--- config.mk ---
export PLATFORM = sky130hd
export DESIGN_NAME = alu_issue_seq
export DESIGN_NICKNAME = d
export VERILOG_FILES = /design/src/rtl/alu_issue_seq.sv
export SDC_FILE = /design/constraint.sdc
export NUM_CORES = 1
export LEC_CHECK = 0
export CAP_MARGIN = 15
export CORE_UTILIZATION = 49
export DETAILED_ROUTE_END_ITERATION = 6
export DONT_BUFFER_PORTS = 1
export PLACE_DENSITY = 0.67
export SLEW_MARGIN = 0
export SYNTH_ARGS = -nofsm -noshare
export SYNTH_HDL_FRONTEND = slang
export SYNTH_SLANG_ARGS = --single-unit
export TNS_END_PERCENT = 10
--- constraint.sdc ---
create_clock -name clk -period 10.8 [get_ports clk]
set_clock_uncertainty 0.05 [all_clocks]
set_input_delay 2.7 -clock clk [delete_from_list [all_inputs] [get_ports clk]]
set_output_delay 2.7 -clock clk [all_outputs]
set_load 0.01 [all_outputs]
--- src/rtl/alu_issue_seq.sv ---
// Execute-stage sequencer: drives a combinational add/sub ALU for two cycles per
// instruction (rd/branch compare, then next PC) and hands the result downstream.
module alu_issue_seq #(
  parameter int DATA_LEN = 32
) (
  input  logic                clk,
  input  logic                rst,
  input  logic                in_valid,
  output logic                in_ready,
  input  logic [3:0]          in_op,
  input  logic [DATA_LEN-1:0] in_pc,
  input  logic [DATA_LEN-1:0] in_rs1,
  input  logic [DATA_LEN-1:0] in_rs2,
  input  logic [DATA_LEN-1:0] in_imm,
  output logic [DATA_LEN-1:0] alu_src1,
  output logic [DATA_LEN-1:0] alu_src2,
  output logic [3:0]          alu_control,
  input  logic [DATA_LEN-1:0] alu_result,
  input  logic                alu_zero,
  output logic                out_valid,
  input  logic                out_ready,
  output logic [DATA_LEN-1:0] out_rd_wdata,
  output logic                out_rd_wen,
  output logic [DATA_LEN-1:0] out_next_pc,
  output logic                out_illegal
);

  localparam logic [3:0] OP_ADD   = 4'd0;
  localparam logic [3:0] OP_SUB   = 4'd1;
  localparam logic [3:0] OP_ADDI  = 4'd2;
  localparam logic [3:0] OP_LUI   = 4'd3;
  localparam logic [3:0] OP_AUIPC = 4'd4;
  localparam logic [3:0] OP_JAL   = 4'd5;
  localparam logic [3:0] OP_JALR  = 4'd6;
  localparam logic [3:0] OP_BEQ   = 4'd7;
  localparam logic [3:0] OP_BNE   = 4'd8;

  localparam logic [3:0] ALU_ADD = 4'b0000;
  localparam logic [3:0] ALU_SUB = 4'b0001;

  localparam logic [DATA_LEN-1:0] PC_STEP = DATA_LEN'(4);

  typedef enum logic [1:0] {IDLE, EX1, EX2, DONE} state_t;

  state_t              state_reg;
  logic [3:0]          op_reg;
  logic [DATA_LEN-1:0] pc_reg;
  logic [DATA_LEN-1:0] rs1_reg;
  logic [DATA_LEN-1:0] rs2_reg;
  logic [DATA_LEN-1:0] imm_reg;
  logic                taken_reg;
  logic [DATA_LEN-1:0] rd_wdata_reg;
  logic                rd_wen_reg;
  logic [DATA_LEN-1:0] next_pc_reg;
  logic                illegal_reg;

  logic is_branch;

  assign in_ready     = (state_reg == IDLE);
  assign out_valid    = (state_reg == DONE);
  assign out_rd_wdata = rd_wdata_reg;
  assign out_rd_wen   = rd_wen_reg;
  assign out_next_pc  = next_pc_reg;
  assign out_illegal  = illegal_reg;
  assign is_branch    = (op_reg == OP_BEQ) || (op_reg == OP_BNE);

  // ALU operand selection; the bus is parked at zero outside the two EX cycles.
  always_comb begin
    alu_src1    = '0;
    alu_src2    = '0;
    alu_control = ALU_ADD;
    if (state_reg == EX1) begin
      unique case (op_reg)
        OP_ADD:          begin alu_src1 = rs1_reg; alu_src2 = rs2_reg; end
        OP_SUB:          begin alu_src1 = rs1_reg; alu_src2 = rs2_reg; alu_control = ALU_SUB; end
        OP_ADDI:         begin alu_src1 = rs1_reg; alu_src2 = imm_reg; end
        OP_LUI:          begin alu_src1 = '0;      alu_src2 = imm_reg; end
        OP_AUIPC:        begin alu_src1 = pc_reg;  alu_src2 = imm_reg; end
        OP_JAL, OP_JALR: begin alu_src1 = pc_reg;  alu_src2 = PC_STEP; end
        OP_BEQ, OP_BNE:  begin alu_src1 = rs1_reg; alu_src2 = rs2_reg; alu_control = ALU_SUB; end
        default:         begin alu_src1 = '0;      alu_src2 = '0; end
      endcase
    end else if (state_reg == EX2) begin
      alu_src1 = pc_reg;
      alu_src2 = PC_STEP;
      if (op_reg == OP_JAL) begin
        alu_src2 = imm_reg;
      end else if (op_reg == OP_JALR) begin
        alu_src1 = rs1_reg;
        alu_src2 = imm_reg;
      end else if (is_branch) begin
        alu_src2 = taken_reg ? imm_reg : PC_STEP;
      end
    end
  end

  always_ff @(posedge clk or posedge rst) begin
    if (rst) begin
      state_reg    <= IDLE;
      op_reg       <= '0;
      pc_reg       <= '0;
      rs1_reg      <= '0;
      rs2_reg      <= '0;
      imm_reg      <= '0;
      taken_reg    <= 1'b0;
      rd_wdata_reg <= '0;
      rd_wen_reg   <= 1'b0;
      next_pc_reg  <= '0;
      illegal_reg  <= 1'b0;
    end else begin
      unique case (state_reg)
        IDLE: begin
          if (in_valid) begin
            op_reg  <= in_op;
            pc_reg  <= in_pc;
            rs1_reg <= in_rs1;
            rs2_reg <= in_rs2;
            imm_reg <= in_imm;
            if (in_op > OP_BNE) begin
              // Illegal ops skip the ALU and report straight away.
              illegal_reg  <= 1'b1;
              rd_wen_reg   <= 1'b0;
              rd_wdata_reg <= '0;
              next_pc_reg  <= in_pc;
              state_reg    <= DONE;
            end else begin
              illegal_reg <= 1'b0;
              state_reg   <= EX1;
            end
          end
        end
        EX1: begin
          if (is_branch) begin
            taken_reg  <= (op_reg == OP_BEQ) ? alu_zero : !alu_zero;
            rd_wen_reg <= 1'b0;
          end else begin
            rd_wdata_reg <= alu_result;
            rd_wen_reg   <= 1'b1;
          end
          state_reg <= EX2;
        end
        EX2: begin
          if (op_reg == OP_JALR) begin
            next_pc_reg <= {alu_result[DATA_LEN-1:1], 1'b0};
          end else begin
            next_pc_reg <= alu_result;
          end
          state_reg <= DONE;
        end
        DONE: begin
          if (out_ready) begin
            state_reg <= IDLE;
          end
        end
        default: state_reg <= IDLE;
      endcase
    end
  end

endmodule

==> impl_metrics.json, run 1 <==
{
  "status": "finished, final reports clean",
  "hp-class": "reg -> reg",
  "die_w_um": 155,
  "critPathRequiredTime_ns": 8.05,
  "cpMaxStageDelayCell": "dfrtp_4",
  "final_util": 0.539,
  "yosysWarningCount": 0,
  "rrSetupSlack_ns": 7.46,
  "total_power_w": 0.00456,
  "grt_overflow": 0,
  "cts.sinks": 201,
  "syn_area_um2": 11400,
  "antenna_found_initial": 4,
  "fin_area_um2": 12300,
  "worstSkewPairLatency_ns": 0.52,
  "n_fill_cell": 1953,
  "portBuffers": 0,
  "avgRoutedWirePerCell_um": 24.1,
  "place_ws_ns": 4.85,
  "die-area_um2": 23900,
  "nets": 1153,
  "grt_pass1_wl_um": 49000,
  "setup.worst_path.start": "op_reg[2]",
  "r2r-start": "op_reg[1]",
  "root_buffer": "clkbuf_16",
  "synth_flop_cell": "dfrtp_1",
  "die_y_um": 155,
  "cp.arrival_ns": 3.70,
  "vias_per_cell": 6.65,
  "synthArstFlopShare": 1.00,
  "drt_wl_total_um": 31700,
  "vias": 8731,
  "slew_viol_final": 0,
  "synth_enable_flop_cells": 0,
  "cp_max_fo": 81,
  "rsz0062_at_grt": "false",
  "tightestPinTransition_ns": 1.11,
  "leakage_nw": 5.02,
  "avgSynthCellArea_um2": 10.9,
  "rows": 55,
  "post_cts_buffers": 0,
  "hold_buffers": 0,
  "ir_drop_mv": 0.164,
  "grtUsageTotal": 0.257,
  "cts.path.max_buffers": 3,
  "syn_inst": 1052,
  "ant_nets": 0,
  "cts_buffers": 24,
  "area_growth_syn_to_layout_pct": 7.31,
  "dr.pass1.iters": 5,
  "p_per_area_nw_per_um2": 372,
  "grt_pass1_vias": 8411,
  "cts_tree": "built",
  "clkTransAtPathRegs_ns": 0.06,
  "grt_max_degree": 147,
  "cts.htree.levels": 1,
  "critPathMaxStageDelay_ns": 1.14,
  "fin_crit_sh": 0.597,
  "drive_gt1_frac": 0.212,
  "crit_chain": "and2b_1 -> a32oi_2 -> nor3b_4 -> buf_4 -> a32o_1",
  "num_io_pins": 305,
  "setup_viol": 0,
  "cts_repair_resize_count": 0,
  "gp_routability_congestion": 0.855,
  "first_iter_violations": 818,
  "path_buf_inv": 1,
  "hp-start": "pc_reg[30]",
  "crit_family": "flip-flops",
  "setup_tns_ns": 0,
  "layout_setup_ws_ns": 4.35,
  "post-route-min-period_ns": 6.45,
  "synth_seq_cells": 201,
  "crit_type": "reg -> out",
  "postPlaceCellArea_um2": 11400,
  "place.detailed.hpwl_um": 19800,
  "drv_cap": 0,
  "yosysSeqAreaShare": 0.440,
  "slew_headroom": 0.262,
  "hold_viol_final": 0,
  "core-area_um2": 22800,
  "drc": 0,
  "initial_core_util": 0.502,
  "synth.distinct_cells": 56,
  "start_kind": "flop",
  "fmax_mhz": 155,
  "end_kind": "primary output"
}
==> cell usage after synthesis (2+ instances only) <==
cell      instances  share of area
buf_4            13         0.0085
mux2_2          133           0.13
a21o_1           15         0.0098
a21oi_1          97          0.042
inv_1             7         0.0023
o211ai_1         13         0.0085
buf_6            12          0.012
buf_2            31          0.014
o21ai_0          83          0.036
dfrtp_1         201           0.44
mux2_1           32          0.032
ha_1              4         0.0044
a22oi_1          82          0.054
nand4_1          32          0.018
nand3b_1          2         0.0013
buf_1             9         0.0030
nor2b_1           2         0.0011
a32oi_1          17          0.013
mux2i_1          50          0.044
clkbuf_1         50          0.016
nand2_1          26         0.0085
and2_1            2         0.0011
o21ai_1          21         0.0092
a32o_1           31          0.027
a22o_1           46          0.035
a21oi_2           2         0.0015
nor2_1           10         0.0033
==> area by class of cell <==
cell class              instances  area (um^2)  area share
multi-input cells             730         5800       0.473
repair buffers                 15          136      0.0111
well taps                     313          392      0.0319
inverters                       8         37.5     0.00306
clock buffers                  30          643      0.0524
clock inverters                12          210      0.0171
flip-flops and latches        201         5040       0.411
diodes                          3         7.51    0.000612
==> layer usage <==
layer | GRT usage | routed length (um) | up-vias
met3 | 0.0714 | 2590 | 60
li1 | - | - | 3912
met1 | 0.343 | 13200 | 4391
met5 | 0 | 10 | -
met2 | 0.406 | 15000 | 366
met4 | 0.0754 | 870 | 2
==> stage by stage <==
stage / hold WS (ns) / cells
3_3_place_gp: 0.457 / 1265
5_1_grt: 0.495 / 1311
2_1_floorplan: 0.444 / 1054
3_5_place_dp: 0.471 / 1265
4_1_cts: 0.483 / 1307
6_report: 0.482 / 1312
==> kinds of logic after synthesis <==
logic type | Yosys count | synth area share
adders and majority gates | 4 | 0.00438
buffers and inverters | 123 | 0.0559
and+or+nand+nor | 87 | 0.0445
DFF | 201 | 0.440
muxes | 215 | 0.206
other | 1 | 0.000328
xor gates and xnor gates | 2 | 0.00153
AOI/OAI and AO/OA | 419 | 0.247
==> layout by cell type (no fill, tap or decap), drive strengths merged, types with 8 or more instances in the layout <==
cell type  netlist  final
a21o            15     15
nand4           32     32
inv              8      8
o21ai          104    104
mux2i           50     50
a21oi           99     99
buf             65     15
a32o            31     31
dfrtp          201    201
a32oi           18     18
mux2           165    165
a22o            46     46
nand2           27     27
o211ai          13     13
nor2            11     11
clkbuf          50     30
a22oi           82     82
==> worst register-to-register path, cell delays in order (launching register included) <==
cell	delay, ns
dfrtp_4	0.60
buf_4	0.73
and2_1	0.56
buf_4	0.37
a21oi_2	0.14
o22ai_2	0.18
buf_4	0.40
a22o_1	0.25
==> power by group <==
| group | leakage, nW | switching [W] | internal (W) |
|---|---|---|---|
| clock | 0.413 | 0.000326 | 0.000543 |
| sequential | 2.40 | 0.000487 | 0.00114 |
| combinational | 2.21 | 0.00116 | 0.000900 |
==> final timing paths <==
check | to | cells after the start
max in group asynchronous | rs2_reg[7] | 2
min | pc_reg[30] | 1
max | alu_src2[3] | 5
min in group asynchronous | imm_reg[24] | 1
min reg2reg | pc_reg[30] | 1
max reg2reg | out_rd_wdata[25] | 7
(Power assumes the default switching activity.)
==> inputs of run 2 (changes only) <==
==> constraint.sdc (replaced) <==
create_clock -name clk -period 6.6 [get_ports clk]
set_clock_uncertainty 0.05 [all_clocks]
set_input_delay 1.65 -clock clk [delete_from_list [all_inputs] [get_ports clk]]
set_output_delay 1.65 -clock clk [all_outputs]
set_load 0.01 [all_outputs]
==> run 2 against run 1 <==
Net effect: combinational power is 63% higher; cell area is 1.0% lower; global-route usage is 0.087 points lower; worst hold slack better by 0.0090 ns; worst setup slack worse by 3.1 ns; power is 60% higher; first-iteration DRC count is 8.1% lower; clock power is 47% higher; register-to-register slack worse by 4.2 ns; critical endpoint is now alu_src1[9].
==> impl_metrics.json, run 2 (synthesis results as in run 1) <==
{
  "status": "finished, final reports clean",
  "drv_cap": 0,
  "grtUsageTotal": 0.256,
  "first_iter_violations": 752,
  "critPathMaxStageDelay_ns": 1.05,
  "ant_nets": 0,
  "start_kind": "flop",
  "avgRoutedWirePerCell_um": 24.3,
  "drc": 0,
  "power.switching_w": 0.00320,
  "ir_drop_mv": 0.299,
  "final_common_cell": "dfrtp_1",
  "hp-class": "reg -> reg",
  "vias": 8778,
  "critPathRequiredTime_ns": 4.90,
  "cpMaxStageDelayCell": "and4bb_2",
  "area_growth_syn_to_layout_pct": 6.20,
  "mostFrequentLayoutCells": "198 x dfrtp_1, 133 x mux2_2, 97 x a21oi_1, 83 x o21ai_0, 82 x a22oi_1",
  "fin_crit_sh": 0.811,
  "slew_headroom": 0.273,
  "crit_type": "reg -> out",
  "cts.htree.levels": 1,
  "tightestPinTransition_ns": 1.09,
  "gp_routability_congestion": 0.813,
  "initial_core_util": 0.502,
  "power_frac_clock": 0.176,
  "root_buffer": "clkbuf_16",
  "cts_repair_resize_count": 0,
  "total_power_w": 0.00730,
  "fmax_mhz": 187,
  "p_int_w": 0.00409,
  "cts_tree": "built",
  "crit_chain": "buf_4 -> and4bb_2 -> mux2_1 -> a21oi_1 -> a21oi_1",
  "fin_area_um2": 12100,
  "slew_viol_final": 0,
  "nets": 1153,
  "p_comb_frac": 0.459,
  "grt_overflow": 0,
  "dr.pass1.iters": 5,
  "die-area_um2": 23900,
  "grt_pass1_vias": 8300,
  "setup_tns_ns": 0,
  "p_seq_frac": 0.365,
  "die_y_um": 155,
  "setup_viol": 0,
  "drive_gt1_frac": 0.207,
  "p_per_area_nw_per_um2": 601,
  "vias_per_cell": 6.72,
  "hold_buffers": 0,
  "cp.arrival_ns": 3.65,
  "cp_max_fo": 46,
  "cts_buffers": 24,
  "cts.sinks": 201,
  "core-area_um2": 22800,
  "cts.path.max_buffers": 3,
  "clkTransAtPathRegs_ns": 0.05,
  "antenna_found_initial": 3,
  "post-route-min-period_ns": 5.35,
  "end_kind": "primary output",
  "num_io_pins": 305,
  "grt_pass1_wl_um": 49000,
  "layoutNonFillerInstCount": 1307,
  "place.detailed.hpwl_um": 20300,
  "rows": 55,
  "die_w_um": 155,
  "grt_max_degree": 137,
  "postPlaceCellArea_um2": 11400,
  "dp_cells": 1267,
  "leakage_nw": 4.97,
  "rsz0062_at_grt": "false",
  "post_cts_buffers": 0,
  "hold_viol_final": 0,
  "worstSkewPairLatency_ns": 0.52,
  "critical_path.most_common_cell": "a21oi_1",
  "switching_share": 0.439,
  "drt_wl_total_um": 31700,
  "hold_ws_ns": 0.491,
  "portBuffers": 0
}
-- run 2: cell count changes in the layout (fill, tap and decap cells not counted), sizes merged --
cell,before,now
inv,8,7
bufinv,5,2
clkinv,6,5
diode,3,1
clkbuf,30,32
-- run 2: per-stage QoR --
step | util | setup slack, ns
floorplan | - | 2.30
global placement | 0.500 | 1.90
detailed placement | 0.500 | 1.82
CTS | 0.533 | 1.27
global route | 0.533 | 1.09
finish | 0.533 | 1.25
-- run 2: critical path: cells and delay by family (launching register included) --
family / cells / cell delay (ns)
compound gates: 2 / 0.26
mux: 1 / 0.40
simple gates: 1 / 1.05
buf+inv: 1 / 0.52
flops: 1 / 0.82
-- run 2: power groups by stage --
| stage | combinational (W) | sequential, W | clock, W |
|---|---|---|---|
| floorplan | 0.00292 | 0.00237 | 0 |
| global placement | 0.00326 | 0.00265 | 0 |
| detailed placement | 0.00335 | 0.00267 | 0 |
| CTS | 0.00337 | 0.00265 | 0.00130 |
| global route | 0.00368 | 0.00275 | 0.00135 |
| finish | 0.00335 | 0.00266 | 0.00128 |
-- run 2: per-layer routing --
layer  routed length, um  part of all wire  up-vias  track usage
met5                  29           0.00091        -            0
met1               13500              0.43     4399        0.347
li1                    -                 -     3906            -
met3                2670             0.084       61       0.0681
met2               14700              0.46      408        0.404
met4                 818             0.026        4       0.0684
-- run 2: final cells by class --
| type | count | area (um^2) |
|---|---|---|
| antenna | 1 | 2.50 |
| clock buffer | 32 | 651 |
| clock inverter | 7 | 96.3 |
| fill | 1995 | 10600 |
| inverter | 8 | 33.8 |
| multi-input combinational | 730 | 5800 |
| sequential | 201 | 5040 |
| tap | 313 | 392 |
| timing repair buffer | 15 | 125 |
-- run 2: final timing paths --
check                             startpoint                to  slack [ns]  cells past startpoint
worst min-delay path              pc_reg[30]        pc_reg[30]        0.49                      1
min in group asynchronous                rst       imm_reg[24]        1.16                      2
worst min register to register    pc_reg[30]        pc_reg[30]        0.49                      1
worst max-delay path               op_reg[2]       alu_src1[9]        1.25                      5
max in group asynchronous                rst  out_rd_wdata[22]        4.23                      3
worst max register to register  state_reg[1]   out_next_pc[25]        3.30                      7
==> inputs of run 3 (changes only) <==
--- a/config.mk
+++ b/config.mk
@@ -9,7 +9,7 @@
 export CORE_UTILIZATION = 49
 export DETAILED_ROUTE_END_ITERATION = 6
 export DONT_BUFFER_PORTS = 1
-export PLACE_DENSITY = 0.67
+export PLACE_DENSITY = 0.69
 export SLEW_MARGIN = 0
 export SYNTH_ARGS = -nofsm -noshare
 export SYNTH_HDL_FRONTEND = slang
==> constraint.sdc (replaced) <==
create_clock -name clk -period 4.35 [get_ports clk]
set_clock_uncertainty 0.05 [all_clocks]
set_input_delay 1.0875 -clock clk [delete_from_list [all_inputs] [get_ports clk]]
set_output_delay 1.0875 -clock clk [all_outputs]
set_load 0.01 [all_outputs]
==> run 3 against run 2 <==
Net effect: clock power grew 73%; non-clock buffer count grew 14; register-to-register slack lost 1.6 ns; worst hold slack lost 0.19 ns; sequential share of layout area shrank 0.90 points; cell area grew 2.2%; via count grew 0.69%; sequential cell count is the same; sequential power grew 53%; wire length grew 0.31%; global-route usage grew 0.057 points; critical path type unchanged; critical endpoint unchanged.
==> impl_metrics.json, run 3 (synthesis results as in run 1) <==
{
  "status": "finished, final reports clean",
  "cp_max_fo": 57,
  "grt_max_degree": 88,
  "core-area_um2": 22800,
  "place.detailed.hpwl_um": 20800,
  "first_iter_violations": 735,
  "nets": 1167,
  "r2r_cells": 6,
  "cts.sinks": 201,
  "gp_routability_congestion": 0.830,
  "vias": 8839,
  "grtUsageTotal": 0.256,
  "hold_viol_final": 0,
  "hp-class": "in -> async",
  "area.sequential_um2": 5040,
  "avgRoutedWirePerCell_um": 24.0,
  "fin_crit_sh": 0.909,
  "setup_viol": 0,
  "p_per_area_nw_per_um2": 920,
  "portBuffers": 0,
  "drt_wl_total_um": 31800,
  "clkTransAtPathRegs_ns": 0.06,
  "worstSkewPairLatency_ns": 0.52,
  "initial_core_util": 0.502,
  "cp.arrival_ns": 2.82,
  "cts_tree": "built",
  "grt_overflow": 0,
  "r2r-start": "state_reg[0]",
  "slew_headroom": 0.335,
  "die_y_um": 155,
  "num_io_pins": 305,
  "dr.pass1.iters": 5,
  "n_fill_cell": 1970,
  "area_growth_syn_to_layout_pct": 8.57,
  "post-route-min-period_ns": 3.96,
  "final_common_cell": "dfrtp_1",
  "ant_nets": 0,
  "end_kind": "primary output",
  "ir_drop_mv": 0.475,
  "multiInputGateArea_um2": 5800,
  "drv_cap": 0,
  "mostFrequentLayoutCells": "198 x dfrtp_1, 133 x mux2_2, 97 x a21oi_1, 83 x o21ai_0, 82 x a22oi_1",
  "crit_type": "reg -> out",
  "rsz0062_at_grt": "false",
  "antenna_found_initial": 2,
  "hold_buffers": 0,
  "grt_pass1_wl_um": 48900,
  "hold_ws_ns": 0.301,
  "setup_tns_ns": 0,
  "cts.htree.levels": 1,
  "cts_buffers": 24,
  "busiest_layer": "met2",
  "critPathRequiredTime_ns": 3.21,
  "die_w_um": 155,
  "drive_gt1_frac": 0.223,
  "drc": 0,
  "met3_usage": 0.0597,
  "die-area_um2": 23900,
  "use_met1": 0.347,
  "rows": 55,
  "root_buffer": "clkbuf_16",
  "cts.path.max_buffers": 3,
  "start_kind": "flop",
  "slew_viol_final": 0,
  "tightestPinTransition_ns": 0.992,
  "grt_pass1_vias": 8454,
  "leakage_nw": 5.10,
  "cts_repair_resize_count": 0,
  "use_met2": 0.401,
  "fmax_mhz": 253,
  "vias_per_cell": 6.66,
  "post_cts_buffers": 0,
  "setup.worst_path.start": "op_reg[1]"
}
==> run 3: worst paths after layout <==
kind                                   endpoint  slack, ns
worst max-delay path                alu_src1[9]       0.39
worst min-delay path                rs2_reg[27]       0.30
worst max register to register   out_next_pc[2]       1.69
worst min register to register  out_next_pc[30]       0.49
max in group asynchronous       out_rd_wdata[2]       3.14
min in group clk                out_next_pc[30]       0.49
==> run 3: routing by layer <==
layer | vias to the layer above | wire [um] | part of all wire
met4 | 0 | 1150 | 0.036
met3 | 71 | 2580 | 0.081
met1 | 4397 | 13400 | 0.42
met2 | 431 | 14600 | 0.46
li1 | 3940 | - | -
met5 | - | 0 | 0
==> run 3: layout make-up <==
type | instances | area share
diodes | 2 | 0.000403
clock inverters | 10 | 0.0154
flip-flops and latches | 201 | 0.406
multi-input cells | 730 | 0.467
repair buffers | 29 | 0.0216
clock buffers | 34 | 0.0554
inverters | 8 | 0.00272
well taps | 313 | 0.0315
==> run 3: stage by stage <==
| stage | std cells | cell area [um^2] | setup WS, ns | total power (W) | utilization |
|---|---|---|---|---|---|
| floorplan | 1054 | 11400 | 0.610 | 0.00802 | - |
| global route | 1326 | 12400 | 0.259 | 0.0122 | 0.545 |
| finish | 1327 | 12400 | 0.395 | 0.0114 | 0.545 |
| detailed placement | 1280 | 11500 | 0.936 | 0.00917 | 0.505 |
| global placement | 1280 | 11500 | 0.993 | 0.00900 | 0.505 |
| CTS | 1324 | 12400 | 0.365 | 0.0114 | 0.544 |
==> run 3: power by group <==
part,total (W),internal [W],switching [W]
clock network,0.00221,0.00140,0.000815
registers,0.00406,0.00283,0.00123
logic,0.00514,0.00227,0.00288
==> run 3: worst max-delay path: stages (launching register included) <==
cell	delay (ns)
dfrtp_4	0.87
and4bb_2	0.57
buf_12	0.23
mux2_1	0.34
a21oi_1	0.16
a21oi_1	0.11
